`config.mk`:
```
export PLATFORM = sky130hd
export DESIGN_NAME = chroma_nl_transform
export DESIGN_NICKNAME = d
export VERILOG_FILES = /design/src/rtl/chroma_nl_transform.sv
export SDC_FILE = /design/constraint.sdc
export NUM_CORES = 1
export LEC_CHECK = 0
export ABC_AREA = 1
export CORE_ASPECT_RATIO = 1.4
export CORE_MARGIN = 5
export CORE_UTILIZATION = 50
export CTS_CLUSTER_SIZE = 20
export DETAILED_ROUTE_END_ITERATION = 10
export DONT_BUFFER_PORTS = 1
export GPL_TIMING_DRIVEN = 0
export PLACE_DENSITY = 0.65
export SETUP_SLACK_MARGIN = 0.02
export SLEW_MARGIN = 30
export SYNTH_ARGS = -nofsm -noshare
export SYNTH_HDL_FRONTEND = slang
export SYNTH_SLANG_ARGS = --single-unit
```
`constraint.sdc`:
```
create_clock -name clk -period 12 [get_ports clk]
set_input_delay 1.2 -clock clk [delete_from_list [all_inputs] [get_ports clk]]
set_output_delay 1.2 -clock clk [all_outputs]
set_load 0.05 [all_outputs]
```
`src/rtl/chroma_nl_transform.sv`:
```
// Luma-dependent nonlinear chroma transform for one chroma channel.
// Pixels with luma outside the knee window are rescaled; all other pixels bypass in one cycle.
module chroma_nl_transform #(
  parameter int DW        = 8,
  parameter int FRAC      = 8,
  parameter int K_L       = 125,
  parameter int K_H       = 188,
  parameter int Y_MIN     = 16,
  parameter int Y_MAX     = 235,
  parameter int MEAN_BASE = 154,
  parameter int MEAN_LO_D = -10,
  parameter int MEAN_HI_D = 22,
  parameter int WC        = 38,
  parameter int WL        = 20,
  parameter int WH        = 10
) (
  input  logic          clk,
  input  logic          rst,
  input  logic          en,
  input  logic [DW-1:0] in_y,
  input  logic [DW-1:0] in_c,
  input  logic          in_valid,
  output logic          in_ready,
  output logic [DW-1:0] out_c,
  output logic          out_xform,
  output logic          out_valid,
  input  logic          out_ready
);

  localparam int NW = DW + FRAC;
  localparam int CW = $clog2(NW + 1);
  localparam int PW = DW + NW + 3;

  localparam logic [DW-1:0] YMIN_V = DW'(Y_MIN);
  localparam logic [DW-1:0] YMAX_V = DW'(Y_MAX);
  localparam logic [DW-1:0] KL_V   = DW'(K_L);
  localparam logic [DW-1:0] KH_V   = DW'(K_H);

  localparam logic [NW-1:0]        DIVIDEND = NW'(WC) << FRAC;
  localparam logic signed [PW-1:0] HALF_P   = PW'(1) <<< (FRAC - 1);
  localparam logic signed [PW-1:0] BASE_P   = PW'(MEAN_BASE);
  localparam logic signed [PW-1:0] CMAX_P   = PW'((2 ** DW) - 1);

  typedef enum logic [2:0] {IDLE, CALC, DIV, MUL, OUT} state_t;

  state_t                state_q, state_d;
  logic [DW-1:0]         yc_q, yc_d;
  logic [DW-1:0]         c_q, c_d;
  logic signed [DW+1:0]  cbar_q, cbar_d;
  logic [NW-1:0]         w_q, w_d;
  logic [NW-1:0]         rem_q, rem_d;
  logic [NW-1:0]         num_q, num_d;
  logic [CW-1:0]         cnt_q, cnt_d;
  logic [DW-1:0]         oc_q, oc_d;
  logic                  ox_q, ox_d;

  logic [DW-1:0]         yc_in;
  logic                  bypass_in;
  logic                  accept;
  logic signed [31:0]    yc_s;
  logic [NW:0]           trial;
  logic signed [DW+1:0]  d_s;
  logic signed [PW-1:0]  p_s, rnd_s, r_s, v_s;
  logic [DW-1:0]         mul_c;

  always_comb begin
    if (in_y < YMIN_V)      yc_in = YMIN_V;
    else if (in_y > YMAX_V) yc_in = YMAX_V;
    else                    yc_in = in_y;
    bypass_in = !en || ((yc_in >= KL_V) && (yc_in <= KH_V));
  end

  assign yc_s  = $signed(32'(yc_q));
  assign trial = {rem_q, num_q[NW-1]};

  // Rounded product d*Q, rebased on MEAN_BASE and saturated to the sample range.
  always_comb begin
    d_s   = $signed({2'b00, c_q}) - cbar_q;
    p_s   = PW'(d_s) * $signed({{(PW-NW){1'b0}}, num_q});
    rnd_s = p_s + HALF_P;
    r_s   = rnd_s >>> FRAC;
    v_s   = r_s + BASE_P;
    if (v_s[PW-1])        mul_c = '0;
    else if (v_s > CMAX_P) mul_c = '1;
    else                   mul_c = v_s[DW-1:0];
  end

  always_comb begin
    state_d  = state_q;
    yc_d     = yc_q;
    c_d      = c_q;
    cbar_d   = cbar_q;
    w_d      = w_q;
    rem_d    = rem_q;
    num_d    = num_q;
    cnt_d    = cnt_q;
    oc_d     = oc_q;
    ox_d     = ox_q;
    in_ready = (state_q == IDLE) || ((state_q == OUT) && out_ready);
    accept   = in_valid && in_ready;

    case (state_q)
      CALC: begin
        if (yc_q < KL_V) begin
          cbar_d = (DW+2)'(MEAN_BASE + (MEAN_LO_D * (K_L - yc_s)) / (K_L - Y_MIN));
          w_d    = NW'(WL + ((yc_s - Y_MIN) * (WC - WL)) / (K_L - Y_MIN));
        end else begin
          cbar_d = (DW+2)'(MEAN_BASE + (MEAN_HI_D * (yc_s - K_H)) / (Y_MAX - K_H));
          w_d    = NW'(WH + ((Y_MAX - yc_s) * (WC - WH)) / (Y_MAX - K_H));
        end
        num_d   = DIVIDEND;
        rem_d   = '0;
        cnt_d   = '0;
        state_d = DIV;
      end
      DIV: begin
        // num_q shifts the dividend out and the quotient in; a zero divisor yields all ones.
        if (trial >= {1'b0, w_q}) begin
          rem_d = NW'(trial - {1'b0, w_q});
          num_d = {num_q[NW-2:0], 1'b1};
        end else begin
          rem_d = trial[NW-1:0];
          num_d = {num_q[NW-2:0], 1'b0};
        end
        cnt_d = cnt_q + CW'(1);
        if (cnt_q == CW'(NW - 1)) state_d = MUL;
      end
      MUL: begin
        oc_d    = mul_c;
        ox_d    = 1'b1;
        state_d = OUT;
      end
      OUT: begin
        if (out_ready) state_d = IDLE;
      end
      default: ;
    endcase

    if (accept) begin
      yc_d = yc_in;
      c_d  = in_c;
      if (bypass_in) begin
        oc_d    = in_c;
        ox_d    = 1'b0;
        state_d = OUT;
      end else begin
        state_d = CALC;
      end
    end
  end

  always_ff @(posedge clk) begin
    if (rst) begin
      state_q <= IDLE;
      yc_q    <= '0;
      c_q     <= '0;
      cbar_q  <= '0;
      w_q     <= '0;
      rem_q   <= '0;
      num_q   <= '0;
      cnt_q   <= '0;
      oc_q    <= '0;
      ox_q    <= 1'b0;
    end else begin
      state_q <= state_d;
      yc_q    <= yc_d;
      c_q     <= c_d;
      cbar_q  <= cbar_d;
      w_q     <= w_d;
      rem_q   <= rem_d;
      num_q   <= num_d;
      cnt_q   <= cnt_d;
      oc_q    <= oc_d;
      ox_q    <= ox_d;
    end
  end

  assign out_valid = (state_q == OUT);
  assign out_c     = oc_q;
  assign out_xform = ox_q;

endmodule

```
==> results of run 1 <==
## state kept, by name, summed over array words and instances, names as in the netlist
signal / count
w_q: 16
yc_q: 8
state_q: 3
rem_q: 16
c_q: 8
cbar_q: 10
out_c: 8
out_xform: 1
num_q: 16
cnt_q: 5
## layout make-up
class,count,area [µm²]
tap,558,698.2
buffer,69,359.1
multi-input combinational,2894,18010
inverter,618,2326
sequential,91,1836
timing repair buffer,15,112.6
clock inverter,7,106.4
clock buffer,9,225.2
fill,4668,20390
## cells in the final DEF, fill, tap and decap left out, types with 7 or more instances in the layout
cell          n
a21oi_1     199
a21oi_2      10
a21oi_4       9
buf_4        21
buf_6         9
clkbuf_1     47
clkbuf_16     9
dfxtp_1      86
fa_1        134
ha_1        194
inv_1       575
inv_2        35
nand2_1    1098
nand2_2      89
nand2_4      19
nand3_1     275
nand3_2      25
nand3b_1     11
nand4_1      47
nor2_1      276
nor2_2       28
nor2_4       14
nor3_1       23
o211ai_1     19
o21ai_0     144
o21ai_1      17
o21bai_1      9
o31ai_1       7
or2_2        15
xnor2_1      44
xor2_1      103
## metrics by stage
stage          std cells  setup TNS (ns)  cell area (µm²)
2_1_floorplan       3672               0            22220
3_3_place_gp        4230         -0.4064            22920
3_5_place_dp        4230         -0.5665            22920
4_1_cts             4246               0            23270
5_1_grt             4261        -0.02354            23670
6_report            4261               0            23670
## critical path, delay by kind of cell, from the launching register on
kind                     cells  cell delay [ns]
AND/OR/NAND/NOR             62             6.52
AO/OA/AOI/OAI                1             0.08
buffers and inverters       16             1.93
adder cells (fa/ha/maj)      5             1.72
flip-flops                   1             0.51
## per-layer routing
layer | wire length [µm] | up-vias | track usage (%) | part of all wire [%]
met1 | 24570 | 10068 | 27.44 | 42
met2 | 31050 | 312 | 47.36 | 53
met5 | 0 | - | 0 | 0
li1 | - | 11639 | - | -
met3 | 1566 | 96 | 1.829 | 2.7
met4 | 1799 | 0 | 6.997 | 3.1
## repair_timing
item / CTS / global route
pin swaps: 0 / 7
resized for setup: 6 / 75
buffers inserted: 0 / 15
setup endpoints to repair: 9 / 24
## cells by family after synthesis
| kind of cell | Yosys count | synth area share (%) |
|---|---|---|
| muxes | 1 | 0.04505 |
| buffers and inverters | 687 | 12.00 |
| AOI/OAI and AO/OA | 460 | 11.71 |
| adders and majority gates | 333 | 23.28 |
| and+or+nand+nor | 1946 | 38.66 |
| xor gates and xnor gates | 154 | 6.104 |
| DFF | 91 | 8.198 |
## worst paths after layout
kind                             start                    to  slack (ns)  cells past startpoint
setup / recovery  yc_q[0]$_SDFFE_PP0P_  w_q[13]$_SDFFE_PP0N_        1.10                     84
hold / removal     c_q[0]$_SDFFE_PP0P_   c_q[0]$_SDFFE_PP0P_        0.47                      2
setup reg to reg  yc_q[0]$_SDFFE_PP0P_  w_q[13]$_SDFFE_PP0N_        1.10                     84
hold reg to reg    c_q[0]$_SDFFE_PP0P_   c_q[0]$_SDFFE_PP0P_        0.47                      2
==> results.md, run 1 <==
- Setup crit start kind: flop
- Status: completed
- Crit path kind: reg2reg
- Die height: 259.4 µm
- Max-cap violation count: 0
- Hold Slack: 0.4675 ns
- Slowest stage delay, CP: 0.52 ns
- Most frequent CP cell: nand2_1
- Cts bufs inserted: 9
- GPL Wtd Cong: 0.9499
- Slowest stage cell on the critical path: fa_1
- YS warnings: 0
- GRT Overall Usage: 24.06%
- Relative slew margins: 37.38%
- Cell variety after synth: 65
- Most used standard cell by instance count after synthesis: nand2_1
- Die area: 48820 µm²
- Core area: 44060 µm²
- Die width: 188.2 µm
- Synth Register Bits: 91
- Drt drc: 0
- Final core occ: 53.73%
- Top cells by area, synth: nand2_1 19%, fa_1 12%, ha_1 11%
- Worst Skew: 0.01936 ns
- Cells after synthesis: 3672
- Post-synth EDFFs: 0
- Post-CTS Hold Fix Bufs: 0
- Dpl hpwl: 50750 µm
- Hold Crit Class: reg2reg
- Syn_area_per_cell: 6.052 µm²
- Vias in the first global route: 21438
- Critical path data required time: 12.23 ns
- Row cnt: 91
- Slew @ Worst Pin: 0.9358 ns
- Clk slew on worst S/H paths: 0.08 ns
- Post-route setup slack: 1.096 ns
- CP arrival: 11.13 ns
- I/O pin count: 32
- Commonest cells post-synth: 1106 x nand2_1, 577 x inv_1, 283 x nor2_1, 279 x nand3_1, 205 x a21oi_1
- Share of layout cells above drive strength 1: 9.020%
- Maximum clock frequency: 91.71 MHz
- Top cell type's share of synthesized area: 18.68%
- Drt wl/cell: 13.84 µm
- Syn-to-layout area delta: 6.537%
- Fin. max-slew vios: 0
- CTS tree: yes
- CTS root buffer: clkbuf_16
- Tmin final: 10.90 ns
- CTS Sinks: 91
- Clk_lat worst skew: 0.36 ns
- Endpoints failing setup: 0
- Starting Density: 50.43%
- Final wirelength: 58980 µm
- Antenna cells: 0
- Unrepaired setup endpoints after global routing: yes
- PortBufs: 0
- DR vias/cell: 5.190
- CTS Buffer Depth: 2
- First-pass GRT wire length: 99520 µm
- Synth Net Count: 4026
- Final hold viol count: 0
- Initial antenna violation count: 2
- Grt ovf: 0
- Routed Antenna Nets: 0
- Crit end category: flop
- Crit share post-route: 90.87%
- CTS H-Tree Depth: 3
- Mapped cell area: 22220 µm²
- Post-Place Worst Slack: -0.2010 ns
- Most common flop cell mapped by yosys: dfxtp_1
- DR vias: 22115
- Yosys top cell by area: nand2_1
- Layout Nets: 4052
- Pin count of the biggest net entering global routing: 18
- Initial DRC count: 1048
- DR pass1 iterations: 6
- Critical path peak fanout: 11
- Ys async rst share: 0%
- Sequential fraction of the synthesis area: 8.198%
Power of run 1 is left out: the tool's default activity adds up to more than one toggle a clock period on the data nets, which glitch-free logic cannot reach.
==> run 2, diff against run 1 <==
CORE_UTILIZATION = 34   (was 50)
PLACE_DENSITY = 0.48   (was 0.65)
==> run 2 against run 1 <==
Compared with the run above: design area is 2.6% higher; die area is 45% higher; maximum frequency is 0.38% higher; clock skew is 0.0055 ns lower; cell count is 7.0% higher; non-clock buffer count is 8 higher; sequential cell count stayed put; routed wire length is 11% higher; via count is 1.0% lower; clock-buffer cell count is 1 higher; sequential share of layout area is 0.19 points lower; largest cell class unchanged; highest routed layer unchanged.
==> results.md, run 2 (same netlist as run 1, synthesis figures left out) <==
- Status: completed
- CTS Buffer Depth: 2 (unchanged)
- Final hold viol count: 0 (unchanged)
- CTS root buffer: clkbuf_16
- Worst Setup SP: yc_q[2]$_SDFFE_PP0P_
- Crit path kind: reg2reg
- Layout Nets: 4060 (+0.20%)
- GPL Wtd Cong: 0.8575 (-9.7%)
- CTS H-Tree Depth: 3 (unchanged)
- Maximum clock frequency: 92.06 MHz (+0.38%)
- R2r startpoint: yc_q[2]$_SDFFE_PP0P_
- Final wirelength: 65700 µm (+11%)
- Crit end category: flop
- Die height: 312.5 µm (+20%)
- CTS Sinks: 91 (unchanged)
- Worst setup endpoint: cbar_q[9]$_SDFFE_PP0N_
- Worst Skew: 0.01385 ns (-0.005505 ns)
- Tmin final: 10.86 ns (-0.04144 ns)
- Most frequent CP cell: nand2_1
- Initial antenna violation count: 3 (+1)
- First-pass GRT wire length: 108300 µm (+8.8%)
- Drt drc: 0 (unchanged)
- Relative slew margins: 37.13% (-0.25 points)
- Share of layout cells above drive strength 1: 9.701% (+0.68 points)
- GRT Overall Usage: 18.59% (-5.5 points)
- Slowest stage cell on the critical path: fa_1
- Post-CTS Hold Fix Bufs: 0 (unchanged)
- Dpl hpwl: 56630 µm (+12%)
- Drt wl/cell: 14.40 µm (+4.1%)
- Die area: 70640 µm² (+45%)
- Slowest stage delay, CP: 0.51 ns (about the same)
- Die width: 226.1 µm (+20%)
- Routed Antenna Nets: 0 (unchanged)
- Initial DRC count: 847 (-19%)
- Critical path peak fanout: 10 (-1)
- DR pass1 iterations: 5 (-1)
- Syn-to-layout area delta: 9.336%
- Vias in the first global route: 21376 (-0.29%)
- DR vias/cell: 4.798 (-7.5%)
- Regs by FF count: num_q: 16 flops, rem_q: 16 flops, w_q: 16 flops
- DR vias: 21885 (-1.0%)
- Critical path data required time: 12.27 ns (+0.04 ns)
- Pin count of the biggest net entering global routing: 18 (unchanged)
- Post-Place Worst Slack: -0.3539 ns (-0.1529 ns)
- Commonest non-fill, non-tap cells in the layout: 1093 x nand2_1, 574 x inv_1, 274 x nand3_1
- Starting Density: 34.12% (-16 points)
- Fin. max-slew vios: 0 (unchanged)
- Hold Crit Class: reg2reg
- Post-route setup slack: 1.138 ns (+0.04144 ns)
- Clk_lat worst skew: 0.39 ns (+0.03 ns)
- Worst r2r dst: cbar_q[9]$_SDFFE_PP0N_
- Cts bufs inserted: 9 (unchanged)
- R2R depth: 74 (-12%)
- I/O pin count: 32 (unchanged)
- Commonest non-fill, non-tap cell in the layout: nand2_1
- CP arrival: 11.14 ns (about the same)
- Crit share post-route: 90.52% (-0.35 points)
- Grt ovf: 0 (unchanged)
- Row cnt: 111 (+22%)
- Slew @ Worst Pin: 0.9396 ns (+0.003732 ns)
- CTS tree: yes
- Max-cap violation count: 0 (unchanged)
- Core area: 65140 µm² (+48%)
- FF-to-FF setup slack: 1.14 ns (+0.04 ns)
- Setup crit start kind: flop
- PortBufs: 0 (unchanged)
- Clk slew on worst S/H paths: 0.09 ns (about the same)
- Unrepaired setup endpoints after global routing: yes
- Endpoints failing setup: 0 (unchanged)
==> run 2: cell types whose count changed in the layout (fill, tap and decap cells not counted), sizes merged <==
cell / change
buf: +8
diode: +3
clkbuf: +1
clkinvlp: -1
==> run 2: worst min path at each step <==
| stage | start | to | slack [ns] | cells after the start |
|---|---|---|---|---|
| final | c_q[0]$_SDFFE_PP0P_ | c_q[0]$_SDFFE_PP0P_ | 0.47 | 2 |
| after global routing | c_q[0]$_SDFFE_PP0P_ | c_q[0]$_SDFFE_PP0P_ | 0.49 | 2 |
| after CTS | c_q[0]$_SDFFE_PP0P_ | c_q[0]$_SDFFE_PP0P_ | 0.47 | 2 |
| after detailed placement | c_q[0]$_SDFFE_PP0P_ | c_q[0]$_SDFFE_PP0P_ | 0.45 | 2 |
| after global placement | cnt_q[3]$_SDFFE_PP0P_ | cnt_q[3]$_SDFFE_PP0P_ | 0.45 | 1 |
| after floorplan | cbar_q[2]$_SDFFE_PP0N_ | cbar_q[2]$_SDFFE_PP0N_ | 0.43 | 2 |
==> run 2: critical path, delay by kind of cell, from the launching register on <==
family / cells / cell delay, ns
xor+xnor: 2 / 0.57
compound gates: 3 / 0.34
flops: 1 / 0.43
buf+inv: 15 / 1.60
simple gates: 46 / 5.30
fa+ha+maj: 8 / 2.51
==> run 2: timing repair <==
action,CTS,global route
gates resized for setup,9,113
setup endpoints to repair,19,24
gates cloned,0,0
pin swaps,0,15
setup buffers,0,23
==> run 2: cell type report <==
cell class / count / area (µm²)
buffer: 69 / 359.1
clock buffer: 10 / 229.0
multi-input combinational: 2894 / 18200
antenna: 3 / 7.507
tap: 847 / 1060
sequential: 91 / 1838
inverter: 618 / 2330
fill: 7324 / 40840
timing repair buffer: 23 / 172.7
clock inverter: 6 / 105.1
==> run 2: through the flow <==
| stage | hold WS [ns] | TNS [ns] | util, % | instances | cell area (µm²) |
|---|---|---|---|---|---|
| after floorplan | 0.4331 | 0 | - | 3672 | 22220 |
| after CTS | 0.4670 | 0 | 36.30 | 4535 | 23650 |
| final | 0.4660 | 0 | 37.30 | 4561 | 24300 |
| after global routing | 0.4941 | -0.03335 | 37.30 | 4560 | 24290 |
| after global placement | 0.4506 | -2.364 | 35.74 | 4519 | 23280 |
| after detailed placement | 0.4537 | -2.275 | 35.75 | 4519 | 23290 |
==> run 2: metal layers <==
metal  global-route usage [%]  wire length [µm]  vias to the layer above  share of wire, %
li1                         -                 -                    11663                 -
met1                    21.14             26860                     9989                41
met2                    37.07             36200                      182                55
met3                    1.240              1089                       51               1.7
met4                    4.418              1543                        0               2.3
met5                        0                 0                        -                 0
Power of run 2 is left out for the same reason.
